**src/rtl/mole_spawner_pkg.sv**
```systemverilog
// rtl/mole_spawner_pkg.sv - shared constants, level encodings and FSM state type for the mole spawner
package mole_spawner_pkg;

   localparam int NUM_LEDS  = 18;
   localparam int LED_IDX_W = 5;

   localparam logic [1:0] LVL_EASY = 2'b00;
   localparam logic [1:0] LVL_MED  = 2'b01;
   localparam logic [1:0] LVL_HARD = 2'b10;

   typedef enum logic [1:0] {
      ST_IDLE,
      ST_WAIT,
      ST_PICK,
      ST_ISSUE
   } state_e;

   // Galois form of x^16 + x^14 + x^13 + x^11, shifting right
   function automatic logic [15:0] lfsr_step(input logic [15:0] s);
      return {1'b0, s[15:1]} ^ (s[0] ? 16'hB400 : 16'h0000);
   endfunction

endpackage

```
**src/rtl/mole_spawner_lfsr16.sv**
```systemverilog
// rtl/mole_spawner_lfsr16.sv - 16-bit Galois LFSR, one step per cycle while advance_i is high
module mole_spawner_lfsr16
   import mole_spawner_pkg::*;
(
   input  logic        clk_i,
   input  logic        rst_i,
   input  logic        advance_i,
   input  logic [15:0] seed_i,
   output logic [15:0] q_o
);

   logic [15:0] lfsr_q;
   logic [15:0] lfsr_d;

   assign lfsr_d = lfsr_step(lfsr_q);

   always_ff @(posedge clk_i) begin
      if (rst_i) begin
         lfsr_q <= seed_i;
      end else if (advance_i) begin
         lfsr_q <= lfsr_d;
      end
   end

   assign q_o = lfsr_q;

endmodule

```
**src/rtl/mole_spawner.sv**
```systemverilog
// rtl/mole_spawner.sv - periodic pseudo-random LED request generator feeding the LED/switch controller
module mole_spawner
   import mole_spawner_pkg::*;
#(
   parameter int          PERIOD_L0 = 50_000_000,
   parameter int          PERIOD_L1 = 25_000_000,
   parameter int          PERIOD_L2 = 12_500_000,
   parameter int          MAX_TRIES = 8,
   parameter logic [15:0] SEED      = 16'hACE1
) (
   input  logic                 clk_i,
   input  logic                 rst_i,
   input  logic                 enable_i,
   input  logic [1:0]           level_i,
   input  logic [NUM_LEDS-1:0]  active_leds_i,
   output logic [LED_IDX_W-1:0] led_index_o,
   output logic                 led_request_o,
   output logic                 spawn_skipped_o
);

   localparam int CNT_W = $clog2(PERIOD_L0 + 1);
   localparam int TRY_W = (MAX_TRIES > 1) ? $clog2(MAX_TRIES) : 1;
   localparam logic [TRY_W-1:0] LAST_TRY = TRY_W'(MAX_TRIES - 1);
   // indices at or above NUM_LEDS are treated as permanently occupied
   localparam logic [31:0] OUT_OF_RANGE = ~((32'd1 << NUM_LEDS) - 32'd1);

   function automatic logic [CNT_W-1:0] period_of(input logic [1:0] lvl);
      case (lvl)
         LVL_EASY: return CNT_W'(PERIOD_L0);
         LVL_MED:  return CNT_W'(PERIOD_L1);
         default:  return CNT_W'(PERIOD_L2);
      endcase
   endfunction

   state_e                 state_q;
   logic [CNT_W-1:0]       cnt_q;
   logic [TRY_W-1:0]       tries_q;
   logic [LED_IDX_W-1:0]   led_index_q;
   logic                   led_request_q;
   logic                   spawn_skipped_q;

   logic [15:0]            lfsr_q;
   logic                   lfsr_adv;
   logic [LED_IDX_W-1:0]   cand;
   logic [31:0]            occupied;
   logic                   cand_free;
   logic                   all_busy;
   logic [CNT_W-1:0]       reload;
   logic                   unused_lfsr_hi;

   assign lfsr_adv       = (state_q != ST_IDLE);
   assign cand           = lfsr_q[LED_IDX_W-1:0];
   assign unused_lfsr_hi = ^lfsr_q[15:LED_IDX_W];
   assign occupied       = 32'(active_leds_i) | OUT_OF_RANGE;
   assign cand_free      = ~occupied[cand];
   assign all_busy       = &active_leds_i;
   // PICK and ISSUE count toward the interval, so slots recur every period+1 cycles
   assign reload         = period_of(level_i) - CNT_W'(1);

   mole_spawner_lfsr16 u_lfsr (
      .clk_i     (clk_i),
      .rst_i     (rst_i),
      .advance_i (lfsr_adv),
      .seed_i    (SEED),
      .q_o       (lfsr_q)
   );

   always_ff @(posedge clk_i) begin
      if (rst_i) begin
         state_q         <= ST_IDLE;
         cnt_q           <= '0;
         tries_q         <= '0;
         led_index_q     <= '0;
         led_request_q   <= 1'b0;
         spawn_skipped_q <= 1'b0;
      end else begin
         led_request_q   <= 1'b0;
         spawn_skipped_q <= 1'b0;
         if (!enable_i) begin
            state_q <= ST_IDLE;
         end else begin
            case (state_q)
               ST_IDLE: begin
                  cnt_q   <= period_of(level_i);
                  state_q <= ST_WAIT;
               end
               ST_WAIT: begin
                  if (cnt_q == '0) begin
                     tries_q <= '0;
                     state_q <= ST_PICK;
                  end else begin
                     cnt_q <= cnt_q - CNT_W'(1);
                  end
               end
               ST_PICK: begin
                  if (all_busy || (!cand_free && tries_q == LAST_TRY)) begin
                     spawn_skipped_q <= 1'b1;
                     cnt_q           <= reload;
                     state_q         <= ST_WAIT;
                  end else if (cand_free) begin
                     led_index_q   <= cand;
                     led_request_q <= 1'b1;
                     cnt_q         <= reload;
                     state_q       <= ST_ISSUE;
                  end else begin
                     tries_q <= tries_q + TRY_W'(1);
                  end
               end
               ST_ISSUE: begin
                  cnt_q   <= cnt_q - CNT_W'(1);
                  state_q <= ST_WAIT;
               end
               default: state_q <= ST_IDLE;
            endcase
         end
      end
   end

   assign led_index_o     = led_index_q;
   assign led_request_o   = led_request_q;
   assign spawn_skipped_o = spawn_skipped_q;

endmodule
```
**config.mk**
```make
export PLATFORM = sky130hd
export DESIGN_NAME = mole_spawner
export DESIGN_NICKNAME = d
export VERILOG_FILES = /design/src/rtl/mole_spawner_pkg.sv /design/src/rtl/mole_spawner_lfsr16.sv /design/src/rtl/mole_spawner.sv
export SDC_FILE = /design/constraint.sdc
export NUM_CORES = 1
export LEC_CHECK = 0
export CORE_MARGIN = 1
export CORE_UTILIZATION = 30
export DETAILED_ROUTE_END_ITERATION = 10
export PLACE_DENSITY = 0.51
export SLEW_MARGIN = 20
export SYNTH_ARGS = -nofsm -noshare
export SYNTH_HDL_FRONTEND = slang
export SYNTH_SLANG_ARGS = --single-unit
```
**constraint.sdc**
```tcl
create_clock -name clk_i -period 3.7 [get_ports clk_i]
set_input_delay 0.74 -clock clk_i [delete_from_list [all_inputs] [get_ports clk_i]]
set_output_delay 0.74 -clock clk_i [all_outputs]
set_load 0.02 [all_outputs]
```
Yosys cells after proc, flatten, opt, wreduce, memory -nomap -nowiden
Index checks and enable logic that the tools add are counted.
{"block": "classes", "n_addsub": 3, "magnitude_cmp": 1, "n_eq_ne": 10, "n_mux": 18, "bitwise": 5, "n_reduce_logical": 16}
{"operator": "one-hot mux 26 bit (4 select lines)", "count": 1}
{"operator": "2-to-1 mux 26 bit", "count": 3}
{"operator": "one-hot mux 26 bit (2 select lines)", "count": 1}
{"operator": "subtractor 26 x 1 -> 26 bit (second input constant)", "count": 2}
{"operator": "logical NOT 26 bit", "count": 1}
{"operator": "AND reduction 18 bit", "count": 1}
{"operator": "2-to-1 mux 16 bit", "count": 1}
{"operator": "XOR 15 x 16 -> 16 bit", "count": 1}
{"operator": "2-to-1 mux 3 bit", "count": 3}
{"operator": "inequality test 2 bit (second input constant)", "count": 4}
{"operator": "less-than comparator 5 x 6 -> 1 bit (second input constant)", "count": 1}
{"operator": "2-to-1 mux 2 bit", "count": 3}
{"operator": "one-hot mux 2 bit (3 select lines)", "count": 1}
{"operator": "one-hot mux 3 bit (2 select lines)", "count": 1}
{"operator": "binary-select mux 1 bit (select 5 bit)", "count": 1}
{"operator": "AND reduction 5 bit", "count": 1}
{"operator": "== test 2 x 1 -> 1 bit (second input constant)", "count": 2}
{"operator": "== test 2 bit (second input constant)", "count": 2}
{"operator": "logical NOT 2 bit", "count": 2}
{"operator": "NOT 1 bit", "count": 4}
{"operator": "AND reduction 4 bit", "count": 1}
{"operator": "nonzero test 2 bit", "count": 2}
{"operator": "OR reduction 2 bit", "count": 2}
{"operator": "OR reduction 4 bit", "count": 1}
{"operator": "other kinds (9)", "count": 11}
{"block": "word_totals", "ff_bits": 54, "input_bits": 23, "out_inout_bits": 7, "word_cells": 60}

Longest topological paths before layout
Gate-level depths: netlist of run 1.
{"block": "logic_depth", "ltp_word": 6, "mapped_depth": 12, "ltp_nobuf": 8}

By module
A second synthesis of run 1 with hierarchy kept.
{"block": "unflattened", "cells_unflattened": 339, "hier_area_um2": 3198.1}
{"mod": "mole_spawner", "instances": 1, "cells_each": 298, "area_each_um2": 2441.1}
{"mod": "mole_spawner_lfsr16", "instances": 1, "cells_each": 41, "area_each_um2": 757.0}

Worst setup path before layout of run 1
OpenSTA, ideal clock, no wires.
{"block": "synth_timing", "path_type": "register -> register", "startpoint": "register state_q[0]", "endpoint": "register cnt_q[16]", "setup_ns": 0.132, "arrival_time_ns": 2.601, "t_required_ns": 3.568, "slack_ns": 0.967, "path_stages_with_launch": 13, "n_path_buf": 4, "path_cell_list": "dfxtp_1 buf_6 clkbuf_1 clkbuf_1 nand2_1 ha_1 a21boi_0 o2111ai_1 or2_2 clkbuf_1 o41a_1 o21ai_0 a21oi_1"}
{"block": "synth_between", "elab_chain_len": 3, "elab_cells_between_ends": 8, "classes_between": "eq/ne (5); mux (1); reduce/logical (2)"}
{"element": "start, declared", "line_no": "mole_spawner.sv:35", "rtl": "state_e state_q;"}
{"element": "start signal, assigned", "line_no": "mole_spawner.sv:70", "rtl": "state_q <= ST_IDLE;"}
{"element": "start signal, assigned", "line_no": "mole_spawner.sv:80", "rtl": "state_q <= ST_IDLE;"}
{"element": "start signal, assigned", "line_no": "mole_spawner.sv:85", "rtl": "state_q <= ST_WAIT;"}
{"element": "== test 2 bit / == test 2 x 1 -> 1 bit (equally long branches)", "line_no": "mole_spawner.sv:82", "rtl": "case (state_q)"}
{"element": "inequality test 3 bit (no line) / inequality test 2 bit (equally long branches)"}
{"element": "AND reduction 3 bit (no line)"}
{"element": "end signal, assigned", "line_no": "mole_spawner.sv:84", "rtl": "cnt_q <= period_of(level_i);"}
{"element": "end signal, assigned", "line_no": "mole_spawner.sv:92", "rtl": "cnt_q <= cnt_q - CNT_W'(1);"}
{"element": "end signal, assigned", "line_no": "mole_spawner.sv:98", "rtl": "cnt_q <= reload;"}
{"element": "end, declared", "line_no": "mole_spawner.sv:36", "rtl": "logic [CNT_W-1:0] cnt_q;"}
Parallel ways exist; a longest one is shown, timed or not.
A chain may end at the register's enable or synchronous reset.

Worst setup path after layout of run 1
{"block": "layout_timing", "startpoint": "input port active_leds_i[6]", "endpoint": "register cnt_q[8]"}
{"block": "layout_between", "elab_chain_len": 6, "elab_cells_between_ends": 9, "classes_between": "eq/ne (1); mux (4); reduce/logical (4)"}
{"element": "start, declared", "line_no": "mole_spawner.sv:15", "rtl": "input logic [NUM_LEDS-1:0] active_leds_i,"}
{"element": "binary-select mux 1 bit (select 5 bit)", "line_no": "mole_spawner.sv:55", "rtl": "assign cand_free = ~occupied[cand];"}
{"element": "2-to-1 mux 1 bit (not written as such)", "line_no": "mole_spawner.sv:55"}
{"element": "logical AND 1 bit", "line_no": "mole_spawner.sv:96", "rtl": "if (all_busy || (!cand_free && tries_q == LAST_TRY)) begin"}
{"element": "logical OR 1 bit", "line_no": "mole_spawner.sv:96"}
{"element": "2-to-1 mux 26 bit / inequality test 3 bit (equally long branches)"}
{"element": "one-hot mux 26 bit (4 select lines) / AND reduction 3 bit (equally long branches)"}
{"element": "end signal, assigned", "line_no": "mole_spawner.sv:84"}
{"element": "end signal, assigned", "line_no": "mole_spawner.sv:98"}
{"element": "end signal, assigned", "line_no": "mole_spawner.sv:103", "rtl": "cnt_q <= reload;"}
Parallel ways exist; a longest one is shown, timed or not. The select of a mux whose other input is x is not followed.

==> impl_metrics.tcl, run 1 <==
set metrics [dict create \
    wl_mm 7.88 \
    clockBufferDepth 2 \
    peakVddDrop_uv 273 \
    synth_compound_area_share_pct 25.2 \
    vias_per_cell 5.32 \
    fmax_ghz 0.353 \
    vias 2791 \
    cts_tree "built" \
    synth_cell_type_count 62 \
    cp-start-kind "input pin" \
    whs_ns 0.457 \
    path_class "input pin to flop" \
    p_leak_nw 1.17 \
    yosys_warnings 0 \
    die-area_um2 10400 \
    areaGrowthSynthToFinish_pct 16.0 \
    worst_slew_pin_slew_ns 0.608 \
    outcome "completed" \
    synth_top_family_by_area "simple AND/OR/NAND/NOR gates" \
    port_buffers 29 \
    gp_congestion 0.832 \
    drt_iter0_drc 131 \
    synth_xor_area_share_pct 1.47 \
    diodes 0 \
    first_global_vias 2650 \
    avgRoutedWirePerCell_um 15.0 \
    ios 30 \
    clk_transition_reported_paths_ns 0.11 \
    p_per_area_nw_per_um2 355 \
    synth_edf_count 0 \
    yosys.area_share.adder_pct 1.26 \
    pwr-share-seq_pct 52.5 \
    synth.yosys.seq_area_share_pct 36.2 \
    period_minus_slack_ns 2.83 \
    gr-total-overflow 0 \
    rsz0062_at_grt "false" \
    final_util_pct 35.6 \
    synth_cells 374 \
    netlist_area_um2 2990 \
    drcViolationCount 0 \
    cts_setup_buffers 0 \
    switching_share_pct 31.1 \
    ant_nets 0 \
    cts_resized 0 \
    drive_gt1_share_pct 9.44 \
    antenna_found_initial 0 \
    clkPwrFrac_pct 28.7 \
    end_kind "flop" \
    fillCellCount 1033 \
    yosys_register_bits 54 \
    cts_hold_buffers 0 \
    hold_viol 0 \
    multi_input_area_um2 1750 \
    synth_top_area_share_pct 36.2 \
    synth_nets 400 \
    core-area_um2 9730 \
    p_comb_share_pct 18.8 \
    initial_core_util_pct 30.7 \
    yosys.area.top_type "dfxtp_1" \
    fin_nets 417 \
    grt_usage_pct 16.2 \
    max_cap_violations 0 \
    cts_buffers 5 \
    period_share_pct 76.6 \
    clk_latency_ns 0.31 \
    setup_viol 0 \
    placementRows 36 \
    cts-root-buf "clkbuf_8" \
    path_max_fanout 11 \
    slew_headroom_pct 59.2 \
    final_max_slew_viol_count 0 \
    htreeDepth 2 \
    synthMuxAreaShare_pct 5.02 \
    synthSimpleGateAreaFrac_pct 25.7 \
    dieWidth_um 102 \
    synth_flop_cell "dfxtp_1" \
    cp.arrival_ns 3.05 \
    cts.sinks 54 \
    grt_max_degree 44 \
    intPower_mw 0.849 \
    critical_path_required_ns 3.91 \
    grt_pass1_wl_mm 13.3 \
    power_mw 1.23 \
    hp-class "flop to flop" \
    yosys-top-cells-area "dfxtp_1 (36%), nand2_1 (6.7%), a21oi_1 (6.4%), nor2_1 (4.3%), o21ai_0 (4.0%)" \
    finalSetupTns_ns 0 \
    regArea_um2 1080 \
    syn_avg_cell_area_um2 7.99 \
    netSwitchingPower_mw 0.383 \
    clock_skew_ns 0.00564 \
    async_flop_share_pct 0 \
    dpl.hpwl_mm 5.49 \
    drt_first_pass_iters 4 \
    fp.dieH_um 102 \
]
-- layout make-up --
type	count	share of cell area, %
timing repair buffer	38	10.3
clock inverter	3	0.721
clock buffer	5	1.98
inverter	5	0.541
multi-input combinational	287	50.5
sequential	54	31.2
tap	133	4.80
-- state kept, by name, indices dropped and copies added (netlist names) --
register,flops
cnt_q,26
led_index_o,5
led_request_o,1
spawn_skipped_o,1
state_q,2
tries_q,3
u_lfsr.q_o,16
-- logic make-up after synthesis --
family,Yosys count
adder cells (fa/ha/maj),3
XOR/XNOR,5
flip-flops,54
buffers and inverters,33
AO/OA/AOI/OAI,114
AND/OR/NAND/NOR,154
multiplexers,11
-- worst max-delay path: stages --
cell and delay [ns]:
clkdlybuf4s50_1 0.43, mux2_2 0.27, a221oi_1 0.29, and4_2 0.31, o31a_1 0.42, buf_4 0.26
nand2_1 0.07, a32o_1 0.26
-- metrics by stage --
step | cells | worst slack, ns | instance area, um2
after floorplan | 374 | 0.967 | 2990
after global placement | 517 | 0.552 | 3370
after detailed placement | 517 | 0.538 | 3370
after CTS | 525 | 0.870 | 3470
after global routing | 525 | 0.590 | 3470
final | 525 | 0.865 | 3470
-- metal layers --
metal / vias to the layer above / wire length, um / track usage (%)
met3: 13 / 321 / 2.60
li1: 1424 / - / -
met1: 1286 / 3710 / 21.2
met2: 68 / 3710 / 27.4
met5: - / 0 / 0
met4: 0 / 137 / 4.73
-- worst paths after layout --
path	startpoint	endpoint	slack, ns	cells past startpoint
max	active_leds_i[6]	cnt_q[8]	0.87	8
min	u_lfsr.q_o[9]	u_lfsr.q_o[9]	0.46	2
max reg2reg	cnt_q[7]	cnt_q[24]	0.98	7
min reg2reg	u_lfsr.q_o[9]	u_lfsr.q_o[9]	0.46	2
-- synthesized netlist by cell type, types with 3 or more instances --
library cell / number
xor2_1: 3
inv_1: 4
o21ai_0: 24
nor2_1: 34
dfxtp_1: 54
mux2i_1: 6
or2_2: 3
nand3_1: 10
a21oi_1: 38
nor3_1: 14
nor4b_1: 5
a211oi_1: 8
ha_1: 3
a311oi_1: 6
nand2_1: 53
nand3b_1: 4
buf_2: 3
clkbuf_1: 19
nor4_1: 6
mux4_2: 3
buf_6: 3
o31a_1: 3
nand4_1: 7
o31ai_1: 10
-- power by group through the flow --
stage / Combinational [mW] / Sequential [mW] / Clock [mW]
4_1_cts: 0.231 / 0.647 / 0.367
5_1_grt: 0.258 / 0.653 / 0.391
2_1_floorplan: 0.166 / 0.646 / 0
3_3_place_gp: 0.229 / 0.660 / 0
6_report: 0.231 / 0.647 / 0.354
3_5_place_dp: 0.230 / 0.660 / 0
-- layout by cell type, fill, tap and decap left out, types with 7 or more instances in the layout --
cell type,synthesis,layout
dfxtp_1,54,54
nand3_1,10,10
nor3_1,14,14
clkdlybuf4s50_1,0,29
a211oi_1,8,8
o21ai_0,24,24
nand4_1,7,7
nor2_1,34,34
o31ai_1,10,10
nand2_1,53,53
buf_4,2,9
a21oi_1,38,38
No activity file was read; power rests on OpenSTA's default activity.
==> inputs of run 2 (changes only) <==
==> constraint.sdc (replaced) <==
create_clock -name clk_i -period 2.95 [get_ports clk_i]
set_input_delay 0.59 -clock clk_i [delete_from_list [all_inputs] [get_ports clk_i]]
set_output_delay 0.59 -clock clk_i [all_outputs]
set_load 0.02 [all_outputs]
==> impl_metrics.tcl, run 2 (synthesis gave the netlist of run 1 again) <==
set metrics [dict create \
    largest_register_ffs 26 \
    grt_max_degree 44 \
    min-delay-start "u_lfsr.q_o[8]" \
    slew_headroom_pct 57.5 \
    largest_register "cnt_q" \
    fmax_ghz 0.384 \
    startpoint "cnt_q[7]" \
    cp-start-kind "flop" \
    cts_resized 0 \
    clk_latency_ns 0.30 \
    rsz0062_at_grt "false" \
    period_share_pct 88.3 \
    p_leak_nw 1.21 \
    clock_skew_ns 0.00406 \
    path_class "flop to flop" \
    cts_setup_buffers 0 \
    port_buffers 29 \
    finalSetupTns_ns 0 \
    final_util_pct 36.4 \
    drive_gt1_share_pct 11.3 \
    clk_transition_reported_paths_ns 0.11 \
    cp.arrival_ns 2.86 \
    grt_usage_pct 16.6 \
    gp_congestion 0.807 \
    hold_viol 0 \
    areaGrowthSynthToFinish_pct 18.5 \
    dieWidth_um 102 \
    cts.sinks 54 \
    drt_iter0_drc 161 \
    p_per_area_nw_per_um2 438 \
    ios 30 \
    die-area_um2 10400 \
    hp-class "flop to flop" \
    ant_nets 0 \
    wl_mm 8.19 \
    peakVddDrop_uv 209 \
    cts-root-buf "clkbuf_8" \
    fin_nets 425 \
    period_minus_slack_ns 2.60 \
    end_kind "flop" \
    rr_worst_depth 6 \
    htreeDepth 2 \
    fillCellCount 1051 \
    critPathCapture "tries_q[2]" \
    r2r_setup_slack_ns 0.35 \
    cts_buffers 5 \
    critical_path_required_ns 3.21 \
    core-area_um2 9730 \
    cts_tree "built" \
    avgRoutedWirePerCell_um 15.4 \
    max_cap_violations 0 \
    gr-total-overflow 0 \
    first_global_vias 2689 \
    initial_core_util_pct 30.7 \
    antenna_found_initial 0 \
    worst_slew_pin_slew_ns 0.634 \
    fp.dieH_um 102 \
    setup_viol 0 \
    grt_pass1_wl_mm 13.6 \
    final_max_slew_viol_count 0 \
    diodes 0 \
    placementRows 36 \
    cts_hold_buffers 0 \
    vias 2854 \
    final_cell_mix "dfxtp_1 (54), nand2_1 (53), a21oi_1 (38)" \
    vias_per_cell 5.35 \
    drcViolationCount 0 \
    final_common_cell "dfxtp_1" \
    outcome "completed" \
    path_max_fanout 8 \
    reg2reg_from "cnt_q[7]" \
    dpl.hpwl_mm 5.76 \
    drt_first_pass_iters 4 \
    clockBufferDepth 2 \
    r2r_end "tries_q[2]" \
]
==> run 2: cell types whose count changed in the layout (fill, tap and decap cells not counted) <==
cell,delta
buf_4,+7
buf_12,+1
==> run 2: final cells by class <==
cell class | count | area, um2 | area share [%]
Timing Repair Buffer | 46 | 430 | 12.2
Inverter | 5 | 18.8 | 0.530
Clock inverter | 3 | 25.0 | 0.707
Tap cell | 133 | 166 | 4.70
Sequential cell | 54 | 1080 | 30.5
Multi-Input combinational cell | 287 | 1750 | 49.4
Clock buffer | 5 | 68.8 | 1.94
==> run 2: layer usage <==
metal | global-route usage [%] | up-vias | wire length (um) | part of all wire [%]
met4 | 3.74 | 0 | 44 | 0.54
li1 | - | 1438 | - | -
met2 | 27.5 | 57 | 3840 | 47
met3 | 2.60 | 2 | 292 | 3.6
met1 | 22.8 | 1357 | 4020 | 49
met5 | 0 | - | 0 | 0
==> run 2: per-stage QoR <==
step | std cells | power, mW | hold WS, ns | instance area [um2] | setup WS [ns]
2_1_floorplan | 374 | 1.02 | 0.432 | 2990 | 0.217
3_3_place_gp | 525 | 1.13 | 0.444 | 3450 | 0.156
3_5_place_dp | 525 | 1.13 | 0.450 | 3450 | 0.0402
4_1_cts | 533 | 1.56 | 0.466 | 3540 | 0.364
5_1_grt | 533 | 1.64 | 0.483 | 3540 | 0.123
6_report | 533 | 1.55 | 0.464 | 3540 | 0.345
==> run 2: how the worst min path moves through the flow <==
stage	to	slack (ns)	cells past startpoint
4_1_cts	u_lfsr.q_o[8]	0.47	2
3_5_place_dp	u_lfsr.q_o[8]	0.45	2
5_1_grt	u_lfsr.q_o[14]	0.48	2
6_report	u_lfsr.q_o[8]	0.46	2
3_3_place_gp	u_lfsr.q_o[8]	0.44	2
2_1_floorplan	u_lfsr.q_o[8]	0.43	2
==> run 2: report_power, final <==
| group | switching [mW] | internal (mW) | total, mW |
|---|---|---|---|
| Clock | 0.264 | 0.172 | 0.436 |
| Combinational | 0.171 | 0.135 | 0.306 |
| Sequential | 0.0430 | 0.767 | 0.810 |
| Total | 0.478 | 1.07 | 1.55 |
==> run 2: critical path: stages, from the launching register on <==
cell	delay, ns
dfxtp_1	0.40
or4_4	0.57
or3_4	0.36
or4_4	0.53
o32a_2	0.26
nor4b_1	0.30
a31o_1	0.13
==> inputs of run 3 (changes only) <==
--- a/config.mk
+++ b/config.mk
@@ -5,11 +5,13 @@
 export SDC_FILE = /design/constraint.sdc
 export NUM_CORES = 1
 export LEC_CHECK = 0
+export CAP_MARGIN = 20
 export CORE_MARGIN = 1
 export CORE_UTILIZATION = 30
 export DETAILED_ROUTE_END_ITERATION = 10
-export PLACE_DENSITY = 0.51
+export PLACE_DENSITY = 0.48
 export SLEW_MARGIN = 20
 export SYNTH_ARGS = -nofsm -noshare
 export SYNTH_HDL_FRONTEND = slang
 export SYNTH_SLANG_ARGS = --single-unit
+export TNS_END_PERCENT = 1
==> impl_metrics.tcl, run 3 (synthesis gave the netlist of run 1 again) <==
set metrics [dict create \
    path_max_fanout 12 \
    final_max_slew_viol_count 0 \
    dpl.hpwl_mm 5.85 \
    largest_register_ffs 26 \
    cp-start-kind "flop" \
    clockBufferDepth 2 \
    antenna_found_initial 0 \
    critPathCapture "cnt_q[21]" \
    drive_gt1_share_pct 10.8 \
    reg2reg_from "cnt_q[7]" \
    placementRows 36 \
    p_comb_share_pct 19.8 \
    clk_latency_ns 0.31 \
    end_kind "flop" \
    htreeDepth 2 \
    core-area_um2 9730 \
    cp.arrival_ns 2.84 \
    worst_slew_pin_slew_ns 0.622 \
    max_cap_violations 0 \
    startpoint "cnt_q[7]" \
    r2r_end "cnt_q[21]" \
    path_cells "or4_4 -> or3_4 -> o41a_2 -> o31ai_2 -> buf_4 -> nor2_1 -> a311oi_1" \
    netSwitchingPower_mw 0.464 \
    use_met1_pct 23.3 \
    final_common_cell "dfxtp_1" \
    intPower_mw 1.06 \
    gr-total-overflow 0 \
    grt_pass1_wl_mm 14.0 \
    cts_buffers 5 \
    slowest_stage "or4_4" \
    path_class "flop to flop" \
    min-delay-start "u_lfsr.q_o[9]" \
    period_minus_slack_ns 2.63 \
    p_leak_nw 1.20 \
    critical-path-max-stage-delay_ns 0.58 \
    diodes 0 \
    cp_num_cells 7 \
    period_share_pct 89.1 \
    grt_util_met2_pct 28.1 \
    slew_headroom_pct 58.3 \
    fin_cells 532 \
    drt_iter0_drc 165 \
    cts_hold_buffers 0 \
    cts.sinks 54 \
    final_cell_area_um2 3510 \
    gp_congestion 0.813 \
    drcViolationCount 0 \
    rr_worst_depth 7 \
    path_buf_inv 1 \
    grt_max_degree 44 \
    first_global_vias 2785 \
    r2r_setup_slack_ns 0.32 \
    grt_usage_pct 17.1 \
    hp-class "flop to flop" \
    dp.cells 525 \
    multi_input_area_um2 1750 \
    final_cell_mix "dfxtp_1 (54), nand2_1 (53), a21oi_1 (38)" \
    cts-root-buf "clkbuf_8" \
    hold_viol 0 \
    switching_share_pct 30.4 \
    vias 2827 \
    pwr-share-seq_pct 53.1 \
    rsz0062_at_grt "false" \
    clkPwrFrac_pct 27.1 \
    fillCellCount 1059 \
    cts_tree "built" \
    clock_skew_ns 0.00905 \
    placement.cell_area_um2 3430 \
    peakVddDrop_uv 214 \
    regArea_um2 1080 \
    p_per_area_nw_per_um2 435 \
    ant_nets 0 \
    vias_per_cell 5.31 \
    port_buffers 29 \
    crit_family "simple AND/OR/NAND/NOR gates" \
    clk_transition_reported_paths_ns 0.10 \
    grt-busiest-layer "met2" \
    grtUsageMet3_pct 2.60 \
    drt_first_pass_iters 4 \
    fmax_ghz 0.381 \
    areaGrowthSynthToFinish_pct 17.6 \
    largest_register "cnt_q" \
    dieWidth_um 102 \
    die-area_um2 10400 \
    cts_resized 0 \
    critical_path_required_ns 3.16 \
    initial_core_util_pct 30.7 \
    fp.dieH_um 102 \
    avgRoutedWirePerCell_um 15.4 \
    cts_setup_buffers 0 \
    wl_mm 8.21 \
    setup_viol 0 \
    fin_nets 425 \
    ios 30 \
    outcome "completed" \
    finalSetupTns_ns 0 \
]
## run 3: changes by cell type in the layout (fill, tap and decap cells not counted)
cell,change
buf_12,-1
buf_4,+1
clkbuf_1,+1
clkinv_4,-1
inv_6,-1
## run 3: cell type report
class                           count  area share, %
Multi-Input combinational cell    287           49.8
Sequential cell                    54           30.8
Timing Repair Buffer               46           11.9
Tap cell                          133           4.73
Clock buffer                        6           2.06
Inverter                            5          0.534
Clock inverter                      1          0.214
## run 3: worst min path at each step
stage / to / slack (ns) / cells after the start
2_1_floorplan: u_lfsr.q_o[8] / 0.43 / 2
3_3_place_gp: u_lfsr.q_o[8] / 0.44 / 2
3_5_place_dp: u_lfsr.q_o[9] / 0.45 / 2
4_1_cts: u_lfsr.q_o[9] / 0.46 / 2
5_1_grt: u_lfsr.q_o[8] / 0.49 / 2
6_report: u_lfsr.q_o[9] / 0.46 / 2
## run 3: power by group through the flow
stage / registers [mW] / logic [mW] / clock network (mW)
3_3_place_gp: 0.828 / 0.301 / 0
6_report: 0.811 / 0.302 / 0.414
4_1_cts: 0.811 / 0.302 / 0.441
5_1_grt: 0.819 / 0.336 / 0.465
3_5_place_dp: 0.828 / 0.301 / 0
2_1_floorplan: 0.810 / 0.208 / 0
## run 3: tightest hold or removal path: cells and delay by family (launching register included)
family	cells	cell delay (ns)
flops	1	0.32
simple gates	1	0.05
compound gates	1	0.05
## run 3: routing by layer
| metal | vias up | wire (um) |
|---|---|---|
| li1 | 1437 | - |
| met1 | 1318 | 4010 |
| met2 | 68 | 3690 |
| met3 | 4 | 423 |
| met4 | 0 | 81 |
| met5 | - | 0 |
## run 3: through the flow
step	worst slack, ns	hold slack (ns)	total power, mW	util, %
5_1_grt	0.159	0.494	1.62	36.1
6_report	0.322	0.460	1.53	36.1
3_3_place_gp	0.199	0.442	1.13	35.3
3_5_place_dp	0.142	0.445	1.13	35.3
4_1_cts	0.326	0.459	1.55	36.1
2_1_floorplan	0.217	0.432	1.02	-
